==> src/rtl/gameboy_pkg.sv <==
`default_nettype none
// ============================================================================
// Module  : gameboy_pkg
// Brief   : Shared button, action and state encodings for the multi-player
//           game controller decoder.
// Revision: 1.0 - initial release
// ============================================================================
package gameboy_pkg;

  typedef enum logic [1:0] {
    BTN_FIGHT = 2'd0,
    BTN_REACT = 2'd1,
    BTN_A     = 2'd2,
    BTN_B     = 2'd3
  } button_t;

  typedef enum logic [2:0] {
    ACT_KICK    = 3'd0,
    ACT_PUNCH   = 3'd1,
    ACT_JUMP    = 3'd2,
    ACT_DUCK    = 3'd3,
    ACT_RUN     = 3'd4,
    ACT_SPECIAL = 3'd5,
    ACT_DODGE   = 3'd6
  } action_t;

  typedef enum logic [1:0] {
    ST_IDLE  = 2'd0,
    ST_FIGHT = 2'd1,
    ST_REACT = 2'd2
  } state_t;

  localparam int c_MAX_PLAYERS = 8;
  localparam int c_MIN_TIMEOUT = 2;
  localparam int c_MAX_TIMEOUT = 255;

  // A and B are the only buttons that take part in combos.
  function automatic logic is_attack(button_t b);
    return (b == BTN_A) || (b == BTN_B);
  endfunction

endpackage
`default_nettype wire

==> src/rtl/gameboy_player.sv <==
`default_nettype none
// ============================================================================
// Module  : gameboy_player
// Brief   : One player channel: mode FSM, idle/gap counter, combo history.
// Revision: 1.0 - initial release
// ============================================================================
module gameboy_player
  import gameboy_pkg::*;
#(
  parameter int IDLE_TIMEOUT = 16,
  parameter int COMBO_WINDOW = 4
) (
  input  logic       clock,
  input  logic       reset,
  input  logic [1:0] x,
  input  logic       x_valid,
  output logic [2:0] z,
  output logic       z_valid,
  output logic [1:0] mode
);

  localparam int                 c_CNT_W   = $clog2(IDLE_TIMEOUT + 1);
  localparam logic [c_CNT_W-1:0] c_TO_LAST = c_CNT_W'(IDLE_TIMEOUT - 1);
  localparam logic [c_CNT_W-1:0] c_WIN     = c_CNT_W'(COMBO_WINDOW);
  localparam logic [c_CNT_W-1:0] c_CNT_MAX = '1;

  state_t             r_state, w_state;
  logic [c_CNT_W-1:0] r_cnt,   w_cnt;
  logic [1:0]         r_hlen,  w_hlen;
  button_t            r_hold,  w_hold;
  button_t            r_hnew,  w_hnew;
  action_t            r_z,     w_z;
  logic               r_zv,    w_zv;

  button_t            w_btn;
  button_t            w_lead;
  button_t            w_tail;
  action_t            w_base;
  action_t            w_combo;
  logic [1:0]         w_hlen_eff;
  logic               w_combo_hit;

  always_ff @(posedge clock or posedge reset) begin
    if (reset) begin
      r_state <= ST_IDLE;
      r_cnt   <= '0;
      r_hlen  <= 2'd0;
      r_hold  <= BTN_FIGHT;
      r_hnew  <= BTN_FIGHT;
      r_z     <= ACT_RUN;
      r_zv    <= 1'b0;
    end else begin
      r_state <= w_state;
      r_cnt   <= w_cnt;
      r_hlen  <= w_hlen;
      r_hold  <= w_hold;
      r_hnew  <= w_hnew;
      r_z     <= w_z;
      r_zv    <= w_zv;
    end
  end

  always_comb begin
    w_state     = r_state;
    w_cnt       = r_cnt;
    w_hlen      = r_hlen;
    w_hold      = r_hold;
    w_hnew      = r_hnew;
    w_z         = r_z;
    w_zv        = 1'b0;
    w_btn       = button_t'(x);

    // Combo is lead,lead,tail: A,A,B in FIGHT and B,B,A in REACT.
    w_lead      = (r_state == ST_REACT) ? BTN_B : BTN_A;
    w_tail      = (r_state == ST_REACT) ? BTN_A : BTN_B;
    w_combo     = (r_state == ST_REACT) ? ACT_DODGE : ACT_SPECIAL;
    if (r_state == ST_FIGHT) begin
      w_base = (w_btn == BTN_A) ? ACT_KICK : ACT_PUNCH;
    end else begin
      w_base = (w_btn == BTN_A) ? ACT_JUMP : ACT_DUCK;
    end

    // r_cnt counts cycles since the last press minus one, so gap <= window
    // is r_cnt < window; a stale history is treated as empty.
    w_hlen_eff  = (r_cnt < c_WIN) ? r_hlen : 2'd0;
    w_combo_hit = (w_hlen_eff == 2'd2) && (r_hold == w_lead) &&
                  (r_hnew == w_lead) && (w_btn == w_tail);

    if (x_valid) begin
      w_zv   = 1'b1;
      w_cnt  = '0;
      w_z    = ACT_RUN;
      w_hlen = 2'd0;
      if (r_state == ST_IDLE) begin
        if (w_btn == BTN_FIGHT) begin
          w_state = ST_FIGHT;
        end else if (w_btn == BTN_REACT) begin
          w_state = ST_REACT;
        end
      end else if (is_attack(w_btn)) begin
        if (w_combo_hit) begin
          w_z = w_combo;
        end else begin
          w_z    = w_base;
          w_hold = r_hnew;
          w_hnew = w_btn;
          w_hlen = (w_hlen_eff == 2'd0) ? 2'd1 : 2'd2;
        end
      end else if (((r_state == ST_FIGHT) && (w_btn == BTN_FIGHT)) ||
                   ((r_state == ST_REACT) && (w_btn == BTN_REACT))) begin
        w_state = ST_IDLE;
      end
    end else if (r_state != ST_IDLE) begin
      if (r_cnt >= c_TO_LAST) begin
        w_state = ST_IDLE;
        w_z     = ACT_RUN;
        w_zv    = 1'b1;
        w_cnt   = '0;
        w_hlen  = 2'd0;
      end else if (r_cnt != c_CNT_MAX) begin
        w_cnt = r_cnt + 1'b1;
      end
    end
  end

  assign z       = r_z;
  assign z_valid = r_zv;
  assign mode    = r_state;

endmodule
`default_nettype wire

==> src/rtl/gameboy_multi.sv <==
`default_nettype none
// ============================================================================
// Module  : gameboy_multi
// Brief   : PLAYERS independent controller channels packed onto flat buses.
// Revision: 1.0 - initial release
// ============================================================================
module gameboy_multi
  import gameboy_pkg::*;
#(
  parameter int PLAYERS      = 2,
  parameter int IDLE_TIMEOUT = 16,
  parameter int COMBO_WINDOW = 4
) (
  input  logic                   clock,
  input  logic                   reset,
  input  logic [2*PLAYERS-1:0]   x,
  input  logic [PLAYERS-1:0]     x_valid,
  output logic [3*PLAYERS-1:0]   z,
  output logic [PLAYERS-1:0]     z_valid,
  output logic [2*PLAYERS-1:0]   mode
);

  if ((PLAYERS < 1) || (PLAYERS > c_MAX_PLAYERS)) begin : g_bad_players
    $fatal(1, "gameboy_multi: PLAYERS=%0d outside 1..8", PLAYERS);
  end
  if ((IDLE_TIMEOUT < c_MIN_TIMEOUT) || (IDLE_TIMEOUT > c_MAX_TIMEOUT)) begin : g_bad_timeout
    $fatal(1, "gameboy_multi: IDLE_TIMEOUT=%0d outside 2..255", IDLE_TIMEOUT);
  end
  if ((COMBO_WINDOW < 1) || (COMBO_WINDOW > IDLE_TIMEOUT - 1)) begin : g_bad_window
    $fatal(1, "gameboy_multi: COMBO_WINDOW=%0d outside 1..IDLE_TIMEOUT-1", COMBO_WINDOW);
  end

  for (genvar p = 0; p < PLAYERS; p++) begin : g_player
    gameboy_player #(
      .IDLE_TIMEOUT (IDLE_TIMEOUT),
      .COMBO_WINDOW (COMBO_WINDOW)
    ) u_player (
      .clock   (clock),
      .reset   (reset),
      .x       (x[2*p +: 2]),
      .x_valid (x_valid[p]),
      .z       (z[3*p +: 3]),
      .z_valid (z_valid[p]),
      .mode    (mode[2*p +: 2])
    );
  end

endmodule
`default_nettype wire

==> config.mk <==
export PLATFORM = sky130hd
export DESIGN_NAME = gameboy_multi
export DESIGN_NICKNAME = d
export VERILOG_FILES = /design/src/rtl/gameboy_pkg.sv /design/src/rtl/gameboy_player.sv /design/src/rtl/gameboy_multi.sv
export SDC_FILE = /design/constraint.sdc
export NUM_CORES = 1
export LEC_CHECK = 0
export BUFFER_PORTS_ARGS = -buffer_cell sky130_fd_sc_hd__buf_4
export CORE_UTILIZATION = 50
export DETAILED_ROUTE_END_ITERATION = 7
export GPL_TIMING_DRIVEN = 0
export PLACE_DENSITY = 0.7
export RECOVER_POWER = 100
export SLEW_MARGIN = 20
export SYNTH_ARGS = -nofsm -noshare
export SYNTH_HDL_FRONTEND = slang
export SYNTH_SLANG_ARGS = --single-unit
==> constraint.sdc <==
create_clock -name clock -period 2 [get_ports clock]
set_input_delay 0.3 -clock clock [delete_from_list [all_inputs] [get_ports clock]]
set_output_delay 0.3 -clock clock [all_outputs]
set_load 0.005 [all_outputs]
==> flow_summary.json <==
{
  "syn_to_final_growth_pct": 17.2,
  "layout.nets": 222,
  "clk_pin_slew_ps": 100,
  "clkLatencyLatePin_ps": 330,
  "drive_above_1_share_pct": 27.4,
  "synth_edf_count": 0,
  "p_per_area_mw_per_mm2": 1160,
  "critPathKind": "flip-flop to flip-flop",
  "fmax_mhz": 517,
  "vias": 1438,
  "final_cell_mix": "dfrtp_1 (32), clkbuf_4 (17), buf_4 (17)",
  "drtPass1Iterations": 4,
  "synth_top_area_share_pct": 44.3,
  "portBuffers": 19,
  "holdPathEnd": "g_player[1].u_player.z_valid",
  "setup_viol": 0,
  "start_kind": "flip-flop",
  "ys_types": 51,
  "fin_ws_ps": 64.7,
  "relSlewSlack_pct": 15.7,
  "start_util_pct": 53.3,
  "dieArea_mm2": 0.00386,
  "slew_violations": 0,
  "fin_crit_ps": 1940,
  "final_common_cell": "dfrtp_1",
  "r2r_setup_slack_ps": 60,
  "ys_seq_area_share_pct": 47.2,
  "wirelength_mm": 3.64,
  "synth.area.top_cells": "dfrtp_1 (44%), ha_1 (4.2%), nand2_1 (3.3%)",
  "io_pins": 20,
  "p_total_mw": 2.46,
  "htreeDepth": 2,
  "status": "completed",
  "dp_slack_ps": -97.4,
  "r2r_end": "g_player[0].u_player.z[1]",
  "antenna_found_initial": 0,
  "rows": 21,
  "viasPerCell": 5.66,
  "fin_crit_sh_pct": 96.8,
  "ys_warn_count": 0,
  "grt-ovfl-total": 0,
  "worstPathRequired_ps": 2230,
  "synthArstFlopShare_pct": 100,
  "cts_tree": "built",
  "grt_pass1_wl_mm": 6.00,
  "cts_made_buffers": 5,
  "utilization_pct": 62.5,
  "hold_depth": 3,
  "synth_top_cell_by_area": "dfrtp_1",
  "grt_pass1_vias": 1318,
  "end_kind": "flip-flop",
  "min-delay-path-class": "input pin to flip-flop",
  "gp_congestion": 0.850,
  "arrival_ps": 2170,
  "rr_worst_depth": 8,
  "fin_skew_ps": 6.36,
  "cts.path.max_buffers": 2,
  "crit_fanout": 5,
  "fp.dieH_um": 62.1,
  "ant_nets": 0,
  "r2r_start": "g_player[0].u_player.r_cnt[1]",
  "numClockSinks": 34,
  "core_area_mm2": 0.00339,
  "drt_iter0_drc": 69,
  "die_w_um": 62.1,
  "root_buffer": "clkbuf_4",
  "syn-instance-count": 175,
  "avgRoutedWirePerCell_um": 14.3,
  "ys_ff_latch": 34,
  "drc_errors": 0,
  "maxCapViolCount": 0,
  "syn_area_mm2": 0.00181,
  "ys.flop_type": "dfrtp_1",
  "ir_drop_v": 0.000508,
  "hp-start": "x_valid[1]",
  "fillers": 307,
  "hold_viol": 0,
  "grt_max_degree": 35,
  "max_slew.worst_pin.slew_ps": 1260,
  "syn_area_per_cell_um2": 10.3,
  "p_leak_nw": 0.983,
  "syn_nets": 189,
  "antenna_cells": 0,
  "grt_util_all_layers_pct": 19.7,
  "post-dp-hpwl_mm": 2.53
}
==> what timing repair did <==
| item | 4_1_cts | 5_1_grt |
|---|---|---|
| pin swaps | 0 | 4 |
| endpoints found under the setup margin | 5 | 6 |
| hold buffers | 0 | 0 |
| buffers inserted | 0 | 8 |
| gates resized for setup | 4 | 4 |
==> worst max path at each step <==
| stage | start | end | slack [ps] | cells after the start |
|---|---|---|---|---|
| after floorplan | g_player[0].u_player.r_cnt[0] | g_player[0].u_player.r_hlen[1] | 200 | 9 |
| after global placement | g_player[0].u_player.r_cnt[0] | g_player[0].u_player.r_hlen[1] | 20 | 9 |
| after detailed placement | g_player[0].u_player.r_cnt[0] | g_player[0].u_player.r_hlen[1] | -100 | 9 |
| after CTS | g_player[0].u_player.r_cnt[0] | g_player[0].u_player.r_hlen[1] | 50 | 9 |
| after global routing | g_player[0].u_player.r_cnt[1] | g_player[0].u_player.r_hlen[1] | -10 | 9 |
| final | g_player[0].u_player.r_cnt[1] | g_player[0].u_player.z[1] | 60 | 8 |
==> cell families (layout without fill, tap and decap cells) <==
kind of cell    count (synthesis)  in the layout  share of synthesized area, %
buf+inv                        15             48                          3.74
flops                          34             34                          47.2
mux                             3              3                          2.91
simple gates                   70             70                          22.2
xor+xnor                        5              5                          2.42
compound gates                 42             42                          17.4
fa+ha+maj                       6              6                          4.15
==> power breakdown <==
| part | internal, mW | switching (mW) | total [mW] |
|---|---|---|---|
| registers | 0.906 | 0.188 | 1.09 |
| clock network | 0.126 | 0.228 | 0.355 |
| logic | 0.516 | 0.495 | 1.01 |
==> sequential cells by signal (all words and copies together), names as in the netlist <==
signal and flops:
g_player.u_player.mode 4, g_player.u_player.r_hold 4, g_player.u_player.r_hnew 4, g_player.u_player.r_hlen 4, g_player.u_player.r_cnt 10, g_player.u_player.z 6, g_player.u_player.z_valid 2
==> layer usage <==
layer / track usage, % / vias up / routed length [um]
li1: - / 699 / -
met1: 26.7 / 708 / 1780
met2: 30.6 / 24 / 1700
met3: 5.88 / 7 / 121
met4: 5.81 / 0 / 42
met5: 0 / - / 0
==> metrics by stage <==
step                hold slack [ps]  cells  setup TNS (ps)  cell area, um2
floorplan                       433    175               0            1810
global placement                450    240               0            2010
detailed placement              462    240           -97.4            2010
CTS                            83.4    246               0            2060
global route                    204    254           -10.5            2120
finish                          194    254               0            2120
==> critical path, stage by stage, from the launching register on <==
cell     delay (ps)
dfrtp_1         410
ha_2            190
and3_1          180
ha_2            180
nor3_2           50
and2_4          160
or2_4           280
buf_4           150
a22o_1          220
==> layout make-up <==
type | instances | area (um2) | share of cell area, %
multi-input cells | 126 | 895 | 42.2
clock buffers | 5 | 37.5 | 1.77
plain buffers | 7 | 36.3 | 1.71
flip-flops and latches | 34 | 853 | 40.3
inverters | 7 | 26.3 | 1.24
well taps | 46 | 57.6 | 2.72
clock inverters | 2 | 10.0 | 0.473
repair buffers | 27 | 203 | 9.57
==> Yosys cell counts, types with 2 or more instances <==
| master | number |
|---|---|
| dfrtp_1 | 32 |
| nand2_1 | 16 |
| nor2_1 | 13 |
| a21oi_1 | 8 |
| nor3_1 | 7 |
| a22o_1 | 6 |
| ha_1 | 6 |
| inv_1 | 6 |
| and3_1 | 5 |
| o21ai_0 | 5 |
| a21o_1 | 3 |
| a31oi_1 | 3 |
| buf_2 | 3 |
| clkbuf_1 | 3 |
| nand4_1 | 3 |
| nor3b_1 | 3 |
| nor4b_1 | 3 |
| o211ai_1 | 3 |
| xor2_1 | 3 |
| a211oi_1 | 2 |
| a22o_2 | 2 |
| a41oi_1 | 2 |
| and2_1 | 2 |
| buf_4 | 2 |
| dfstp_2 | 2 |
| mux2_4 | 2 |
| nand2b_1 | 2 |
| nand3b_1 | 2 |
| nor2b_1 | 2 |
| o2bb2ai_1 | 2 |
| xnor2_1 | 2 |
Power figures use the tool's default switching activity.
